**src/rtl/up_timer_if.sv**
```systemverilog
// Signal bundle for up_timer: count/control pulses in, BCD digits and status out.
// The master side drives the control pulses; the slave side is the timer itself.
interface up_timer_if;
    logic       tick;
    logic       start_stop;
    logic       clr;
    logic [3:0] sec_lo;
    logic [3:0] sec_hi;
    logic [3:0] min_lo;
    logic [3:0] min_hi;
    logic       running;
    logic       full;
    logic       cout;

    modport master (
        output tick,
        output start_stop,
        output clr,
        input  sec_lo,
        input  sec_hi,
        input  min_lo,
        input  min_hi,
        input  running,
        input  full,
        input  cout
    );

    modport slave (
        input  tick,
        input  start_stop,
        input  clr,
        output sec_lo,
        output sec_hi,
        output min_lo,
        output min_hi,
        output running,
        output full,
        output cout
    );
endinterface

```
**src/rtl/up_timer.sv**
```systemverilog
// MM:SS BCD up-timer with run/pause control; at full scale it either holds (FULL state)
// or rolls over to 00:00 with a one-cycle carry-out pulse.
module up_timer #(
    parameter int unsigned MAXMIN = 59,
    parameter int unsigned WRAP   = 0
) (
    input  logic      clk,
    input  logic      reset,
    up_timer_if.slave bus
);

    localparam logic [3:0] MAX_MIN_HI = 4'(MAXMIN / 10);
    localparam logic [3:0] MAX_MIN_LO = 4'(MAXMIN % 10);

    typedef enum logic [1:0] {
        StIdle,
        StRun,
        StPause,
        StFull
    } state_e;

    state_e     state_q, state_d;
    logic [3:0] sec_lo_q, sec_lo_d;
    logic [3:0] sec_hi_q, sec_hi_d;
    logic [3:0] min_lo_q, min_lo_d;
    logic [3:0] min_hi_q, min_hi_d;
    logic       running_q, full_q, cout_q, cout_d;
    logic       at_full;

    assign at_full = (sec_lo_q == 4'd9) && (sec_hi_q == 4'd5) &&
                     (min_lo_q == MAX_MIN_LO) && (min_hi_q == MAX_MIN_HI);

    always_ff @(posedge clk or negedge reset) begin
        if (!reset) begin
            state_q   <= StIdle;
            sec_lo_q  <= 4'd0;
            sec_hi_q  <= 4'd0;
            min_lo_q  <= 4'd0;
            min_hi_q  <= 4'd0;
            running_q <= 1'b0;
            full_q    <= 1'b0;
            cout_q    <= 1'b0;
        end else begin
            state_q   <= state_d;
            sec_lo_q  <= sec_lo_d;
            sec_hi_q  <= sec_hi_d;
            min_lo_q  <= min_lo_d;
            min_hi_q  <= min_hi_d;
            running_q <= (state_d == StRun);
            full_q    <= (state_d == StFull);
            cout_q    <= cout_d;
        end
    end

    // Priority: clr, then start_stop, then tick.
    always_comb begin
        state_d  = state_q;
        sec_lo_d = sec_lo_q;
        sec_hi_d = sec_hi_q;
        min_lo_d = min_lo_q;
        min_hi_d = min_hi_q;
        cout_d   = 1'b0;

        if (bus.clr) begin
            state_d  = StIdle;
            sec_lo_d = 4'd0;
            sec_hi_d = 4'd0;
            min_lo_d = 4'd0;
            min_hi_d = 4'd0;
        end else begin
            unique case (state_q)
                StIdle: begin
                    if (bus.start_stop) state_d = StRun;
                end
                StRun: begin
                    if (bus.start_stop) begin
                        state_d = StPause;
                    end else if (bus.tick) begin
                        if (at_full) begin
                            if (WRAP != 0) begin
                                sec_lo_d = 4'd0;
                                sec_hi_d = 4'd0;
                                min_lo_d = 4'd0;
                                min_hi_d = 4'd0;
                                cout_d   = 1'b1;
                            end else begin
                                state_d = StFull;
                            end
                        end else if (sec_lo_q != 4'd9) begin
                            sec_lo_d = sec_lo_q + 4'd1;
                        end else begin
                            sec_lo_d = 4'd0;
                            if (sec_hi_q != 4'd5) begin
                                sec_hi_d = sec_hi_q + 4'd1;
                            end else begin
                                sec_hi_d = 4'd0;
                                // Below full scale the minute pair can never pass MAXMIN.
                                if (min_lo_q != 4'd9) begin
                                    min_lo_d = min_lo_q + 4'd1;
                                end else begin
                                    min_lo_d = 4'd0;
                                    min_hi_d = min_hi_q + 4'd1;
                                end
                            end
                        end
                    end
                end
                StPause: begin
                    if (bus.start_stop) state_d = StRun;
                end
                StFull: begin
                    state_d = StFull;
                end
                default: begin
                    state_d = StIdle;
                end
            endcase
        end
    end

    assign bus.sec_lo  = sec_lo_q;
    assign bus.sec_hi  = sec_hi_q;
    assign bus.min_lo  = min_lo_q;
    assign bus.min_hi  = min_hi_q;
    assign bus.running = running_q;
    assign bus.full    = full_q;
    assign bus.cout    = cout_q;

endmodule

```
**src/flat_wrapper.sv**
```systemverilog
// flat-port wrapper written by rule: the top's interface ports become plain ports
module up_timer_flat 
#(
    parameter int unsigned MAXMIN = 59,
    parameter int unsigned WRAP   = 0
)
  (clk, reset, bus_tick, bus_start_stop, bus_clr, bus_sec_lo, bus_sec_hi, bus_min_lo, bus_min_hi, bus_running, bus_full, bus_cout);
  up_timer_if bus_i ();
  input  logic clk;
  input  logic reset;
  input wire logic [$bits(bus_i.tick)-1:0] bus_tick;
  input wire logic [$bits(bus_i.start_stop)-1:0] bus_start_stop;
  input wire logic [$bits(bus_i.clr)-1:0] bus_clr;
  output wire logic [$bits(bus_i.sec_lo)-1:0] bus_sec_lo;
  output wire logic [$bits(bus_i.sec_hi)-1:0] bus_sec_hi;
  output wire logic [$bits(bus_i.min_lo)-1:0] bus_min_lo;
  output wire logic [$bits(bus_i.min_hi)-1:0] bus_min_hi;
  output wire logic [$bits(bus_i.running)-1:0] bus_running;
  output wire logic [$bits(bus_i.full)-1:0] bus_full;
  output wire logic [$bits(bus_i.cout)-1:0] bus_cout;
  assign bus_i.tick = bus_tick;
  assign bus_i.start_stop = bus_start_stop;
  assign bus_i.clr = bus_clr;
  assign bus_sec_lo = bus_i.sec_lo;
  assign bus_sec_hi = bus_i.sec_hi;
  assign bus_min_lo = bus_i.min_lo;
  assign bus_min_hi = bus_i.min_hi;
  assign bus_running = bus_i.running;
  assign bus_full = bus_i.full;
  assign bus_cout = bus_i.cout;
  up_timer #(.MAXMIN(MAXMIN), .WRAP(WRAP)) u_core (.clk(clk), .reset(reset), .bus(bus_i));
endmodule
```
**config.mk**
```make
export PLATFORM = sky130hd
export DESIGN_NAME = up_timer_flat
export DESIGN_NICKNAME = d
export VERILOG_FILES = /design/src/rtl/up_timer_if.sv /design/src/rtl/up_timer.sv /design/src/flat_wrapper.sv
export SDC_FILE = /design/constraint.sdc
export NUM_CORES = 1
export LEC_CHECK = 0
export BUFFER_PORTS_ARGS = -buffer_cell sky130_fd_sc_hd__buf_4
export CAP_MARGIN = 20
export CORE_MARGIN = 5
export CORE_UTILIZATION = 35
export CTS_CLUSTER_SIZE = 25
export DETAILED_ROUTE_END_ITERATION = 12
export PLACE_DENSITY = 0.61
export RECOVER_POWER = 50
export SYNTH_ARGS = -nofsm -noshare
export SYNTH_HDL_FRONTEND = slang
export SYNTH_SLANG_ARGS = --single-unit
export TNS_END_PERCENT = 5
```
**constraint.sdc**
```tcl
create_clock -name clk -period 3.4 [get_ports clk]
set_input_delay 0.68 -clock clk [delete_from_list [all_inputs] [get_ports clk]]
set_output_delay 0.68 -clock clk [all_outputs]
set_load 0.01 [all_outputs]
```
* Yosys cells after proc, flatten, opt, wreduce, memory -nomap -nowiden
Index checks and enable logic that the tools add are counted.
** Word-level totals
- Output and inout port bits :: 19
- Input port bits :: 5
- Flip-flop bits (word level) :: 20
** Cells by class
- Mux-type cells :: 35
- $add $sub $neg :: 4
- Equality and inequality tests :: 17
- Reduce and logical (&&, ||, !) cells :: 11
** Operators by type and width (count)
- $mux 4 :: 29
- $add 4x1->4 const B :: 4
- $mux 2 :: 5
- $eq 4x3->1 const B :: 2
- $eq 4x4->1 const B :: 2
- $ne 2x2->1 const B :: 4
- $ne 4x4->1 const B :: 2
- $reduce_and 7->1 :: 1
- $eq 2x2->1 const B :: 3
- $pmux 2 s3 :: 1
- $reduce_and 6->1 :: 1
- $reduce_and 5->1 :: 1
- $eq 2x1->1 const B :: 2
- $ne 4x3->1 const B :: 1
- $reduce_and 4->1 :: 1
- $reduce_bool 2->1 :: 2
- $logic_and 1x1->1 :: 3
- $logic_not 2->1 :: 1
- $ne 2x1->1 const B :: 1
- $reduce_or 2->1 :: 1

* Depth between registers and ports, before layout
Gate-level depths: netlist (run 1).
- Word-level depth :: 10
- Gate-level depth with buffers :: 7
- Gate-level depth less buffers :: 6

* Worst setup path before layout (run 1)
OpenSTA, ideal clock, no wires.
- Path kind :: input port to flip-flop
- From :: in bus_start_stop
- To :: reg u_core.min_hi_q[3], in the netlist u_core.bus.min_hi[3]
- Setup time :: 77 ps
- Buffers on the path :: 0
- Setup slack :: 1581 ps
- Stages on the path :: 4
- Arrival :: 1742 ps
- Cell sequence :: and4bb_2 > nand3_4 > or4_1 > a21oi_1
** On the way
- Word-level cells in the longest chain between the ends :: 2
** RTL lines
- from (decl) :: RTL line flat_wrapper.sv:12 : input wire logic [$bits(bus_i.start_stop)-1:0] bus_start_stop;
- $ne 2x1->1 (no line)
- $reduce_and 7->1 (no line)
- to (signal assigned) :: RTL line up_timer.sv:48 : min_hi_q <= min_hi_d;
- to (decl) :: RTL line up_timer.sv:26 : logic [3:0] min_hi_q, min_hi_d;
No other way between the ends.
A chain may end at the register's enable or synchronous reset.

* Worst setup path after layout (run 1)
- From :: reg u_core.min_hi_q[1], in the netlist u_core.bus.min_hi[1]
- To :: reg u_core.running_q, in the netlist u_core.bus.running
** On the way
- Word-level cells in the longest chain between the ends :: 8
** RTL lines
- $eq 4x3->1 :: RTL line up_timer.sv:31 : (min_lo_q == MAX_MIN_LO) && (min_hi_q == MAX_MIN_HI);
- $logic_and 1x1->1 :: RTL line up_timer.sv:31
- $mux 2 :: RTL line up_timer.sv:79 : if (at_full) begin
- $mux 2 :: RTL line up_timer.sv:78 : end else if (bus.tick) begin
- $mux 2 :: RTL line up_timer.sv:76 : if (bus.start_stop) begin
- $pmux 2 s3 :: RTL line up_timer.sv:71 : unique case (state_q)
- $mux 2 :: RTL line up_timer.sv:64 : if (bus.clr) begin
- $eq 2x1->1 :: RTL line up_timer.sv:49 : running_q <= (state_d == StRun);
- to (signal assigned) :: RTL line up_timer.sv:49
- to (decl) :: RTL line up_timer.sv:27 : logic running_q, full_q, cout_q, cout_d;
No other way between the ends.

==> results of run 1 <==
[synthesized netlist by cell type (all sizes together)]
library cell and number:
o31ai 2, nor2b 2, buf 2, nand2 5, nand3b 4, inv 9
and4bb 1, nor2 8, nand3 4, a31oi 2, ha 8, a31o 1
conb 1, mux2i 1, o32ai 1, and3b 3, clkbuf 2, nor4 3
nor3 2, a211oi 1, a21boi 1, dfrtp 20, or4 3, nand4bb 1
nand4b 1, nor4b 1, a21oi 16, o21ai 11, o311ai 1, or3 8
[placed cells by master (no fill, tap or decap), drive strengths merged]
cell type and count:
or4 3, nand4b 1, nand2 5, and4bb 1
a211oi 1, inv 9, nand3b 4, o311ai 1
or3 8, nor2 8, mux2i 1, nor2b 2
o21ai 11, nor3 2, and3b 3, o32ai 1
a31o 1, ha 8, clkbuf 12, nand3 4
dfrtp 20, a21boi 1, o31ai 2, a21oi 16
nor4b 1, conb 1, nor4 3, nand4bb 1
a31oi 2, buf 14
[cell families after synthesis]
| family | Yosys count |
|---|---|
| simple gates | 46 |
| buf+inv | 13 |
| flops | 20 |
| mux | 1 |
| other cells | 1 |
| fa+ha+maj | 8 |
| compound gates | 36 |
[where the power goes]
part	leakage, nW	switching [mW]	internal, mW
sequential	0.277	0.00330	0.241
clock	0.0210	0.0772	0.0654
combinational	0.267	0.0173	0.00824
[per-stage QoR]
| step | cells | area, sq um | util | power [mW] | setup WS [ns] |
|---|---|---|---|---|---|
| 2_1_floorplan | 125 | 1170 | - | 0.263 | 1.58 |
| 3_3_place_gp | 189 | 1370 | 0.418 | 0.276 | 1.33 |
| 3_5_place_dp | 189 | 1370 | 0.418 | 0.277 | 1.28 |
| 4_1_cts | 193 | 1410 | 0.429 | 0.419 | 1.33 |
| 5_1_grt | 193 | 1380 | 0.420 | 0.432 | 1.12 |
| 6_report | 193 | 1380 | 0.420 | 0.412 | 1.31 |
[state kept, by name, summed over array words and instances (netlist names)]
name,count
u_core.bus.full,1
u_core.bus.min_hi,4
u_core.bus.min_lo,4
u_core.bus.running,1
u_core.bus.sec_hi,4
u_core.bus.sec_lo,4
u_core.state_q,2
[final cells by class]
| cell class | instances | area (sq um) |
|---|---|---|
| Clock buffer | 4 | 36.3 |
| Fill cell | 341 | 1910 |
| Inverter | 9 | 33.8 |
| Multi-Input combinational cell | 92 | 616 |
| Sequential cell | 20 | 500 |
| Tap cell | 46 | 57.6 |
| Timing Repair Buffer | 22 | 135 |
[worst max-delay path, cell delays in order, from the launching register on]
cell and delay (ns):
dfrtp_1 0.45, inv_1 0.08, ha_1 0.15, nand3b_1 0.18, nor4_1 0.66, a21oi_1 0.20
a31o_2 0.27
[worst paths after layout]
| path | to | slack (ns) |
|---|---|---|
| min | u_core.bus.min_lo[0] | 0.53 |
| min reg2reg | u_core.bus.min_hi[3] | 0.59 |
| max | u_core.bus.running | 1.31 |
| max in group asynchronous | u_core.bus.sec_lo[0] | 2.24 |
| min in group clk | u_core.bus.min_hi[3] | 0.59 |
| max reg2reg | u_core.bus.running | 1.31 |
[routing by layer]
layer  GRT usage  vias to the layer above  share of wire
met2       0.203                       25           0.48
li1            -                      503              -
met5           0                        -              0
met1       0.141                      496           0.45
met3      0.0378                        2          0.065
met4      0.0248                        0         0.0051
==> flow_summary.json, run 1 <==
{
  "fin_crit_sh": 0.613,
  "cellLeakagePower_nw": 0.564,
  "drc_errors": 0,
  "p_per_area_mw_per_mm2": 299,
  "synthSimpleGateAreaFrac": 0.255,
  "overflow": 0,
  "antenna_found_initial": 0,
  "finalMaxSlewViolations": 0,
  "finalSetupViolCount": 0,
  "layout.nets": 161,
  "post_cts_buffers": 0,
  "finClkSkew_ns": 0.00181,
  "cts.sinks": 20,
  "synth_cells": 125,
  "via_count": 1026,
  "rows": 21,
  "synth_fp_nets": 138,
  "whs_ns": 0.529,
  "synth_top_area_share": 0.426,
  "core-area_sq_mm": 0.00328,
  "vias_per_cell": 5.32,
  "worstMarginPinSlew_ns": 1.06,
  "final_hold_viol_count": 0,
  "die_area_sq_mm": 0.00462,
  "cts_tree": "done",
  "syn_to_final_growth_pct": 17.4,
  "worstReg2RegStart": "u_core.bus.min_hi[1]",
  "reg2reg_depth": 6,
  "synth.largest_area_cell": "dfrtp_1",
  "ys_ff_latch": 20,
  "tns_ns": 0,
  "required_ns": 3.61,
  "startpoint_type": "flip-flop",
  "clockBufferDepth": 2,
  "h-tree-depth": 1,
  "drive_gt1_frac": 0.170,
  "ys_seq_area_frac": 0.426,
  "synth_xor_area_frac": 0,
  "synthesis.area_sq_mm": 0.00117,
  "worstPathArrival_ns": 2.29,
  "io_pins": 24,
  "hold_class": "in2async",
  "worstSetupPathType": "reg2reg",
  "worstSetupEndpointType": "flip-flop",
  "syn_avg_cell_area_sq_um": 9.40,
  "postRouteAntennaNets": 0,
  "hold_buffers": 0,
  "groute.usage.overall": 0.117,
  "max_slew_margin": 0.294,
  "grt_pass1_wl_microns": 4130,
  "ys_types": 34,
  "dr.first_iter.drc_count": 93,
  "yosys-top-cells-area": "dfrtp_1, ha_1, a21oi_1",
  "drt-total-wl_microns": 2550,
  "grt_start_max_net_pins": 21,
  "fmax_mhz": 480,
  "cts_resized": 0,
  "cap_violations": 0,
  "outcome": "completed",
  "antenna_cells": 0,
  "yosys.area_share.adder": 0.0852,
  "synth.area.mux_share": 0.00852,
  "initial_utilization": 0.358,
  "clock_latency_ns": 0.30,
  "dpl.hpwl_microns": 1880,
  "grt_pass1_vias": 933,
  "clock-root-buffer": "clkbuf_4",
  "crit_start": "u_core.bus.min_hi[1]",
  "path_clk_slew_ns": 0.12,
  "rsz0062_at_grt": "no",
  "die_w_microns": 67.9,
  "fin_crit_ns": 2.09,
  "dr.pass1.iters": 4,
  "gp_congestion": 0.854,
  "ir_drop_mv": 0.299,
  "crit_path_max_fanout": 5,
  "routedWlPerCell_microns": 13.2,
  "yosys_warnings": 0,
  "cts_buffers": 3,
  "synth_top_family_by_area": "simple AND/OR/NAND/NOR gates",
  "synth_compound_area_frac": 0.174,
  "port_buffers": 22,
  "die_height_microns": 67.9
}
(Power assumes the default switching activity.)
==> inputs of run 2 (changes only) <==
--- a/config.mk
+++ b/config.mk
@@ -11,7 +11,7 @@
 export CORE_UTILIZATION = 35
 export CTS_CLUSTER_SIZE = 25
 export DETAILED_ROUTE_END_ITERATION = 12
-export PLACE_DENSITY = 0.61
+export PLACE_DENSITY = 0.63
 export RECOVER_POWER = 50
 export SYNTH_ARGS = -nofsm -noshare
 export SYNTH_HDL_FRONTEND = slang
==> constraint.sdc (replaced) <==
create_clock -name clk -period 1.85 [get_ports clk]
set_input_delay 0.37 -clock clk [delete_from_list [all_inputs] [get_ports clk]]
set_output_delay 0.37 -clock clk [all_outputs]
set_load 0.01 [all_outputs]
==> flow_summary.json, run 2 (same netlist as run 1, synthesis figures left out) <==
{
  "r2r-end": "u_core.bus.min_hi[0]",
  "grt_pass1_vias": 1029,
  "syn_to_final_growth_pct": 27.9,
  "drive_gt1_frac": 0.258,
  "r2r_slack_ns": 0.12,
  "worstSetupPathType": "reg2reg",
  "drt-total-wl_microns": 2670,
  "holdPathStages": 2,
  "p_per_area_mw_per_mm2": 471,
  "port_buffers": 22,
  "min_to": "u_core.state_q[0]",
  "max_slew_margin": 0.273,
  "h-tree-depth": 1,
  "cts_tree": "done",
  "cap_violations": 0,
  "internal_power_mw": 0.538,
  "fmax_mhz": 579,
  "layout.nets": 178,
  "crit_start": "u_core.bus.sec_lo[1]",
  "worstMarginPinSlew_ns": 1.09,
  "groute.usage.overall": 0.125,
  "pwr-share-clk": 0.292,
  "cts.sinks": 20,
  "required_ns": 2.07,
  "finalSetupViolCount": 0,
  "worstHoldStart": "bus_start_stop",
  "core-area_sq_mm": 0.00328,
  "outcome": "completed",
  "clockBufferDepth": 2,
  "drc_errors": 0,
  "routedWlPerCell_microns": 12.8,
  "tns_ns": 0,
  "reg2reg_depth": 6,
  "dr.pass1.iters": 4,
  "switchingPower_mw": 0.169,
  "grt_pass1_wl_microns": 4460,
  "dpl.hpwl_microns": 1970,
  "clock-root-buffer": "clkbuf_4",
  "finalMaxSlewViolations": 0,
  "clock_latency_ns": 0.30,
  "gp_congestion": 0.823,
  "worstSetupEndpointType": "flip-flop",
  "most-common-layout-cells": "buf_4, dfrtp_1, a21oi_1",
  "die_area_sq_mm": 0.00462,
  "initial_utilization": 0.358,
  "antenna_found_initial": 0,
  "hold_class": "in2reg",
  "antenna_cells": 0,
  "grt_start_max_net_pins": 21,
  "fill_cells": 334,
  "crit_path_max_fanout": 14,
  "die_height_microns": 67.9,
  "cellLeakagePower_nw": 0.642,
  "path_clk_slew_ns": 0.11,
  "dr.first_iter.drc_count": 51,
  "p_comb_frac": 0.075,
  "worstPathArrival_ns": 1.95,
  "rows": 21,
  "startpoint_type": "flip-flop",
  "layout_commonest_cell": "buf_4",
  "fin_crit_sh": 0.934,
  "finalPower_mw": 0.707,
  "rsz0062_at_grt": "no",
  "via_count": 1084,
  "worstReg2RegStart": "u_core.bus.sec_lo[1]",
  "seqPwrFrac": 0.633,
  "overflow": 0,
  "io_pins": 24,
  "netSwitchingFraction": 0.239,
  "ir_drop_mv": 0.175,
  "cts_buffers": 3,
  "fin_crit_ns": 1.73,
  "postRouteAntennaNets": 0,
  "final_hold_viol_count": 0,
  "die_w_microns": 67.9,
  "vias_per_cell": 5.19,
  "finClkSkew_ns": 0.00378
}
## run 2: changes by cell type in the layout (fill, tap and decap cells not counted)
cell,change
and3b_1,-1
dlygate4sd3_1,+1
nor4_1,-1
clkbuf_8,-1
buf_4,+16
nor4_2,+1
and3b_2,+1
## run 2: worst max-delay path by stage
stage	to	slack (ns)	cells past startpoint
finish	u_core.bus.min_hi[0]	0.12	6
global route	u_core.bus.min_lo[0]	0.005	7
CTS	u_core.bus.min_hi[3]	0.06	6
detailed placement	u_core.bus.min_hi[3]	0.08	6
global placement	u_core.bus.min_hi[3]	0.13	5
floorplan	u_core.bus.running	0.09	6
## run 2: what timing repair did
item                                    4_1_cts  5_1_grt
endpoints found under the setup margin        0        4
gates resized for setup                       0        1
setup buffers                                 0        5
hold endpoints to repair                     20        0
hold buffers                                  1        0
## run 2: cell type report
| class | count | area [sq um] | share of cell area |
|---|---|---|---|
| inverters | 9 | 33.8 | 0.0225 |
| multi-input cells | 92 | 623 | 0.415 |
| repair buffers | 39 | 265 | 0.177 |
| clock buffers | 3 | 22.5 | 0.0150 |
| well taps | 46 | 57.6 | 0.0383 |
| flip-flops and latches | 20 | 500 | 0.333 |
## run 2: critical path, cell delays in order, from the launching register on
cell and delay (ns):
dfrtp_1 0.40, inv_1 0.06, ha_1 0.16, and3b_2 0.25, nand3_4 0.15, or3_2 0.47, a21oi_1 0.16
## run 2: per-layer routing
| metal | global-route usage | up-vias | part of all wire | routed length [microns] |
|---|---|---|---|---|
| met5 | 0 | - | 0 | 0 |
| met4 | 0.0496 | 0 | 0.018 | 47 |
| met3 | 0.0181 | 4 | 0.033 | 89 |
| met2 | 0.219 | 18 | 0.51 | 1360 |
| met1 | 0.152 | 526 | 0.44 | 1180 |
| li1 | - | 536 | - | - |
## run 2: stage by stage
stage / std cells / utilization / hold slack (ns) / instance area, sq um / setup WS [ns]
floorplan: 125 / - / 0.0744 / 1170 / 0.0944
global placement: 200 / 0.443 / 0.269 / 1460 / 0.131
detailed placement: 200 / 0.443 / 0.269 / 1460 / 0.0792
CTS: 204 / 0.453 / 0.280 / 1490 / 0.0629
global route: 209 / 0.458 / 0.288 / 1500 / 0.00454
finish: 209 / 0.458 / 0.286 / 1500 / 0.122
## run 2: power groups by stage
stage                     combinational (mW)  clock (mW)  sequential (mW)
after floorplan                       0.0255           0            0.457
after global placement                0.0543           0            0.456
after detailed placement              0.0551           0            0.456
after CTS                             0.0569       0.213            0.448
after global routing                  0.0615       0.232            0.449
final                                 0.0529       0.207            0.448
